`config.mk`:
```
export PLATFORM = sky130hd
export DESIGN_NAME = exidle_rx
export DESIGN_NICKNAME = d
export VERILOG_FILES = /design/src/rtl/exidle_rx.sv
export SDC_FILE = /design/constraint.sdc
export NUM_CORES = 1
export LEC_CHECK = 0
export ABC_AREA = 1
export BUFFER_PORTS_ARGS = -buffer_cell sky130_fd_sc_hd__buf_2
export CORE_MARGIN = 4
export CORE_UTILIZATION = 47
export CTS_CLUSTER_DIAMETER = 150
export DETAILED_ROUTE_END_ITERATION = 16
export PLACE_DENSITY = 0.75
export RECOVER_POWER = 25
export SYNTH_ARGS = -nofsm -noshare
export SYNTH_HDL_FRONTEND = slang
export SYNTH_SLANG_ARGS = --single-unit
```
`constraint.sdc`:
```
create_clock -name i_clk -period 1.6 [get_ports i_clk]
set_clock_uncertainty 0.15 [all_clocks]
set_input_delay 0.08 -clock i_clk [delete_from_list [all_inputs] [get_ports i_clk]]
set_output_delay 0.08 -clock i_clk [all_outputs]
set_load 0.1 [all_outputs]
```
`src/rtl/exidle_rx.sv`:
```
// exidle_rx: strips exbus idle/FIFO-error words, recovers far-end aux/CTS/interrupt state and link health (EXIDLE_RX_ERRCOUNT_EN enables o_err_count)
module exidle_rx #(
  parameter int LGTIMEOUT  = 26,
  parameter int SYNC_IDLES = 4
) (
  input  logic        i_clk,
  input  logic        i_reset,
  input  logic        i_stb,
  input  logic [34:0] i_word,
  output logic        o_busy,
  output logic        o_stb,
  output logic [34:0] o_word,
  input  logic        i_busy,
  output logic [1:0]  o_aux,
  output logic        o_cts,
  output logic        o_int,
  output logic        o_fifo_err,
  output logic        o_linked,
  output logic        o_drop,
  output logic [7:0]  o_err_count
);
  typedef enum logic [1:0] {LOST, SYNCING, LINKED} state_t;
  state_t state;
  logic [3:0] idle_cnt;
  logic [3:0] cnt_inc;
  logic [LGTIMEOUT-1:0] wd;
  logic accept;
  logic special;
  logic idle;
  logic ferr;
  logic pass;
  logic expire;
  assign o_busy  = o_stb && i_busy;
  assign accept  = i_stb && !o_busy;
  assign special = i_word[34:33] == 2'b11;
  assign idle    = special && i_word[30];
  assign ferr    = special && i_word[30:28] == 3'b011;
  assign pass    = accept && !idle && !ferr;
  assign expire  = !accept && wd == {{(LGTIMEOUT-1){1'b1}}, 1'b0};
  assign cnt_inc = (state == LOST) ? 4'd1 : idle_cnt + 4'd1;
  // watchdog: cleared by any accepted word, saturates at all-ones
  always_ff @(posedge i_clk)
    if (i_reset || accept)
      wd <= '0;
    else if (!(&wd))
      wd <= wd + 1'b1;
  // link state machine; an accept in the expiry cycle keeps the link
  always_ff @(posedge i_clk)
    if (i_reset) begin
      state    <= LOST;
      idle_cnt <= '0;
      o_linked <= 1'b0;
    end else if (expire) begin
      state    <= LOST;
      o_linked <= 1'b0;
    end else if (accept && idle && state != LINKED) begin
      idle_cnt <= cnt_inc;
      state    <= (cnt_inc == 4'(SYNC_IDLES)) ? LINKED : SYNCING;
      o_linked <= cnt_inc == 4'(SYNC_IDLES);
    end else if (pass && state == SYNCING)
      idle_cnt <= '0;
  // far-end status recovered from special words
  always_ff @(posedge i_clk)
    if (i_reset) begin
      o_aux      <= 2'b00;
      o_cts      <= 1'b0;
      o_int      <= 1'b0;
      o_fifo_err <= 1'b0;
      o_drop     <= 1'b0;
    end else begin
      o_int      <= accept && idle && i_word[28];
      o_fifo_err <= accept && ferr;
      o_drop     <= pass && state != LINKED;
      if (accept && special)
        o_aux <= i_word[32:31];
      if (expire)
        o_cts <= 1'b0;
      else if (accept && idle)
        o_cts <= i_word[29];
    end
  // forwarding register, held while downstream stalls
  always_ff @(posedge i_clk)
    if (i_reset) begin
      o_stb  <= 1'b0;
      o_word <= '0;
    end else if (pass && state == LINKED) begin
      o_stb  <= 1'b1;
      o_word <= i_word;
    end else if (!i_busy)
      o_stb <= 1'b0;
`ifdef EXIDLE_RX_ERRCOUNT_EN
  // saturating count of far-end FIFO-error reports
  always_ff @(posedge i_clk)
    if (i_reset)
      o_err_count <= 8'h00;
    else if (accept && ferr && !(&o_err_count))
      o_err_count <= o_err_count + 8'h01;
`else
  assign o_err_count = 8'h00;
`endif
endmodule

```
Yosys cells after proc, flatten, opt, wreduce, memory -nomap -nowiden
Cells that the tools add are included.
{"block": "classes", "addsub": 2, "n_mul": 0, "div_mod_pow": 0, "n_lt_le_gt_ge": 0, "n_eq_ne": 8, "n_shift": 0, "n_mux": 6, "bitwise": 1, "reduce_logical": 25}
{"op": "adder 26 x 1 -> 26 bit, second input constant", "count": 1}
{"op": "equality test 26 bit, second input constant", "count": 1}
{"op": "AND reduction 26 bit", "count": 1}
{"op": "logical AND 1 bit", "count": 15}
{"op": "2-to-1 mux 4 bit", "count": 3}
{"op": "adder 4 x 1 -> 4 bit, second input constant", "count": 1}
{"op": "equality test 2 bit, second input constant", "count": 2}
{"op": "equality test 4 x 3 -> 1 bit, second input constant", "count": 1}
{"op": "zero test 1 bit", "count": 4}
{"op": "equality test 3 x 2 -> 1 bit, second input constant", "count": 1}
{"op": "equality test 2 x 1 -> 1 bit, second input constant", "count": 1}
{"op": "zero test 2 bit", "count": 1}
{"op": "2-to-1 mux 1 bit", "count": 2}
{"op": "2-to-1 mux 2 bit", "count": 1}
{"op": "inequality test 2 x 1 -> 1 bit, second input constant", "count": 1}
{"op": "inequality test 2 bit, second input constant", "count": 1}
{"op": "AND reduction 2 bit", "count": 1}
{"op": "nonzero test 2 bit", "count": 1}
{"op": "OR reduction 2 bit", "count": 1}
{"op": "logical OR 1 bit", "count": 1}
{"op": "NOT 1 bit", "count": 1}
{"block": "word_totals", "regBits": 75, "latch_bits": 0, "ram_bits": 0, "rom_bits": 0, "input_bits": 39, "out_inout_bits": 52, "wordCells": 53, "n_memories": 0}

Logic depth before layout (Yosys ltp)
{"block": "logic_depth", "ltp_word": 8, "ltp_mapped": 10}

Least setup slack after synthesis
Ideal clock, no wire load.
{"block": "synth_path", "path_kind": "register to register", "startpoint": "register o_stb", "endpoint": "register wd[6]", "arrival_ns": 1.933, "path_slack_ns": -0.557, "stages_incl_launch_ff": 8, "n_path_buf": 1, "path_cell_list": "dfxtp_1 nand2_1 nand2_1 inv_1 nor2_1 inv_1 buf_2 a31oi_1"}
{"block": "synth_between", "elab_chain_len": 4}
{"element": "start, declared", "line_no": "11", "text": "output logic o_stb,"}
{"element": "start signal, assigned", "line_no": "84", "text": "o_stb <= 1'b0;"}
{"element": "start signal, assigned", "line_no": "87", "text": "o_stb <= 1'b1;"}
{"element": "start signal, assigned", "line_no": "90", "text": "o_stb <= 1'b0;"}
{"element": "logical AND 1 bit", "line_no": "33", "text": "assign o_busy = o_stb && i_busy;"}
{"element": "zero test 1 bit", "line_no": "34", "text": "assign accept = i_stb && !o_busy;"}
{"element": "logical AND 1 bit", "line_no": "34"}
{"element": "logical OR 1 bit", "line_no": "43", "text": "if (i_reset || accept)"}
{"element": "end signal, assigned", "line_no": "46", "text": "wd <= wd + 1'b1;"}
{"element": "end, declared", "line_no": "26", "text": "logic [LGTIMEOUT-1:0] wd;"}
Every way passes these cells.
A chain may end at the register's enable or synchronous reset.

Worst setup path after layout
{"block": "layout_path", "startpoint": "input port i_word[30]", "endpoint": "register o_word[18]"}
{"block": "layout_between", "elab_chain_len": 5, "elab_cells_between_ends": 8, "cone_classes": "eq/ne (1); reduce/logical (7)"}
{"element": "start, declared", "line_no": "9", "text": "input logic [34:0] i_word,"}
{"element": "equality test 3 x 2 -> 1 bit or logical AND 1 bit (tied branches)", "line_no": "37, 36"}
{"element": "logical AND 1 bit or zero test 1 bit (tied branches)", "line_no": "37, 38"}
{"element": "zero test 1 bit or logical AND 1 bit (tied branches)", "line_no": "38", "text": "assign pass = accept && !idle && !ferr;"}
{"element": "logical AND 1 bit (*)", "line_no": "38"}
{"element": "logical AND 1 bit (*)", "line_no": "86", "text": "end else if (pass && state == LINKED) begin"}
{"element": "end signal, assigned", "line_no": "88", "text": "o_word <= i_word;"}
{"element": "end, declared", "line_no": "12", "text": "output logic [34:0] o_word,"}
Mark *: on every way between the ends. The rest lies on a longest branch, timed or not.

==> run summary <==
In the final design database the tool counted 707 nets. The number of nets still failing antenna checks after routing was 0; the overall die area was 0.00874 mm^2. Setup violations remaining at the end of the flow were counted as 24. The class of the tightest hold or removal check was input pin to flip-flop.

The post-route netlist has 33.4% of its cells at a drive strength greater than 1. The cell area that synthesis handed to floorplanning was 0.00343 mm^2. After detailed placement, the design holds a cell count of 695. The initial cell density of the core is 49.5%.

After clock tree synthesis, the clock-pin slew on the worst setup and hold paths is 0.10 ns. The setup TNS was -0.562 ns; the via count was 4037. The final antenna diode count is 0. For the number of global-route vias before repair, the log shows 3501.

The number of CTS-inserted buffers came out at 9. After detailed routing, the average wire length per cell comes to 16.7 um. The standby leakage power is 2.31 nW.

The maximum number of pins on one net before global-route repair came out at 72. At the later pin of the worst-skew pair, clock insertion delay measures 0.35 ns. For this block, the routed nets add up to 12.8 mm of wire.

On the final layout, the worst hold slack is 0.0606 ns. The tools report the flip-flop and latch area as 0.00151 mm^2. The logs give 3.75 mW for the final total power and 0 for the initial antenna violation count. For the max-capacitance violation count, the log shows 0. The run gives 1.77 ns as the arrival time at the worst endpoint. The leading cell type in the layout, fill and taps excluded is nand2_1. Of all nets on the critical path, the largest fanout is 5.

TritonCTS built the clock tree. The core region is 0.00694 mm^2. For the flop-to-flop setup slack, the log shows -0.03 ns.

The post-synthesis sequential element count is 74. The number of pins exceeding their max-slew limit in the final report is 0, and the standard-cell row count is 30. Before CTS, the worst setup slack after placement is 0.0166 ns.

The area growth from synthesis to layout is 50.8%. Leaving out filler cells and counting taps, the final layout contains 766. The count of mapped cells out of synthesis was 497; the depth of the CTS H-tree was 3.

The clock passes through at most 2 buffers. The portion of the clock cycle consumed by the worst path in the final layout was 104%. Yosys printed 0 warnings. For this run, design rule violations remaining after detail routing come to 0.

Global routing consumed, over all layers together, 22.6% of the routing resources. The cell type with the largest total area after synthesis is dfxtp_1. The logs give 0.428 mV for the worst supply voltage drop on vdd and 15.7 mm for the global-route wire length before repair. Clock root buffer: clkbuf_8.

The number of port buffers is 82, and the data required time at the worst endpoint is 1.70 ns. From bottom edge to top edge, the die measures 93.5 um. In the layout the commonest cells are 89 x nand2_1, 79 x buf_2, 76 x inv_1. The final worst slack is -0.0682 ns.

The number of hold-slack violations in the final timing report came out at 0. Measured against its own limit, the worst slew margin works out to 65.4%. STA classifies the critical path endpoint as a flip-flop. The shortest period the worst path allows works out to 1.67 ns. Before antenna repair, the detailed router went through 5 iterations. For this design the top-level I/O count stands at 91.

The transition at the pin with the smallest max-transition slack was 0.523 ns. The clock net in this run drives a total of 74 sinks. The average footprint of a synthesized cell is 6.91 um^2. The area fraction of the dominant cell type after synthesis came out at 43.1%.

The run finished, with violations left. Fill cells in the final layout number 487. The final global-route overflow total was 0; the via count normalized by instance count was 5.27.

The total power divided by cell area is 725 mW/mm^2. The worst setup path is launched from an input pin. Synthesis instantiated 29 different standard cells from the library.

After legalization and detailed placement, the total HPWL measured 6.41 mm. The iteration-0 DRC count of the detailed router came out at 302. By area the synthesized netlist is led by dfxtp_1 43%, nand2_1 10%, inv_1 8.6%. Setup repair after global routing could not meet its margin everywhere. Sequential cells were found to cover 43.1% of the synthesized design area.

Overall die width: 93.5 um. The achievable clock frequency was 0.599 GHz. The final reports fail on negative setup slack. The area occupied by multi-input gates came out at 0.00169 mm^2.

The worst setup path is of the input pin to flip-flop kind. Routability-driven placement finished with a final weighted congestion of 0.911.
## layout make-up
type | instances | area share (%)
sequential | 74 | 29.2
multi-input combinational | 324 | 32.7
timing repair buffer | 173 | 25.8
clock buffer | 10 | 2.88
tap | 96 | 2.32
inverter | 83 | 6.11
clock inverter | 6 | 1.04
## logic make-up (layout without fill, tap and decap cells)
kind of cell	Yosys count	in the layout	synth area share (%)
compound gates	93	93	13.8
xor+xnor	7	7	1.79
fa+ha+maj	3	3	1.09
buf+inv	107	272	13.2
flops	74	74	43.1
other cells	1	8	0.109
simple gates	212	213	26.9
## synthesized netlist by cell type
cell type / number
a31oi_1: 6
nor2_2: 3
buf_4: 8
ha_1: 3
inv_2: 3
nand2_1: 94
inv_1: 79
or2_1: 1
dfxtp_1: 74
o21ai_1: 19
inv_4: 1
buf_2: 10
nand3_1: 32
nand2_4: 1
nor2_1: 60
nor3_1: 4
clkbuf_1: 5
nand3_2: 1
conb_1: 1
buf_6: 1
or2_2: 5
xor2_1: 2
nand4_1: 7
nor2_4: 1
o21ai_0: 23
nor2_8: 1
a21oi_1: 45
nand2_2: 2
xnor2_1: 5
## repair_timing
action                                  CTS  global route
endpoints found under the setup margin    8            70
hold buffers                             39             0
cloned                                    0             9
pin swaps                                 0            10
buffers inserted                          0             9
resized for setup                         3            75
endpoints found under the hold margin    46             0
## per-stage QoR
stage	instance area, um^2	utilization, %
after floorplan	3490	-
after global placement	4200	60.4
after detailed placement	4200	60.4
after CTS	4790	69.0
after global routing	5180	74.6
final	5180	74.6
## state kept, by name, indices dropped and copies added, names as in the netlist
signal	flops
o_cts	1
idle_cnt	4
o_linked	1
o_aux	2
state	1
o_drop	1
o_fifo_err	1
o_word	35
wd	26
o_int	1
o_stb	1
## worst max-delay path: stages
cell and delay [ns]:
dlygate4sd3_1 0.55, buf_2 0.15, inv_2 0.06, nor2_2 0.05, nor2_4 0.20, nand3_4 0.20
buf_12 0.20, o21ai_1 0.21, a21oi_2 0.06
## report_power, final
part	total (mW)	switching [mW]	leakage, nW	internal, mW
Clock	1.50	0.816	0.101	0.688
Combinational	0.397	0.257	1.60	0.139
Sequential	1.85	0.00803	0.606	1.84
## routing by layer
metal / GRT usage, % / routed length (um) / up-vias / share of wire (%)
li1: - / - / 1890 / -
met1: 26.0 / 4730 / 1878 / 37
met2: 39.9 / 6410 / 217 / 50
met3: 4.18 / 1010 / 52 / 7.9
met4: 10.9 / 621 / 0 / 4.9
met5: 0 / 0 / - / 0
## final timing paths
| kind | cells past startpoint | start | endpoint |
|---|---|---|---|
| worst max-delay path | 9 | i_word[30] | o_word[18] |
| worst max register to register | 7 | o_stb | o_word[18] |
| worst min-delay path | 3 | i_word[33] | o_word[33] |
| worst min register to register | 2 | o_word[24] | o_word[24] |
Note: power is estimated with default switching activity, not from simulation.
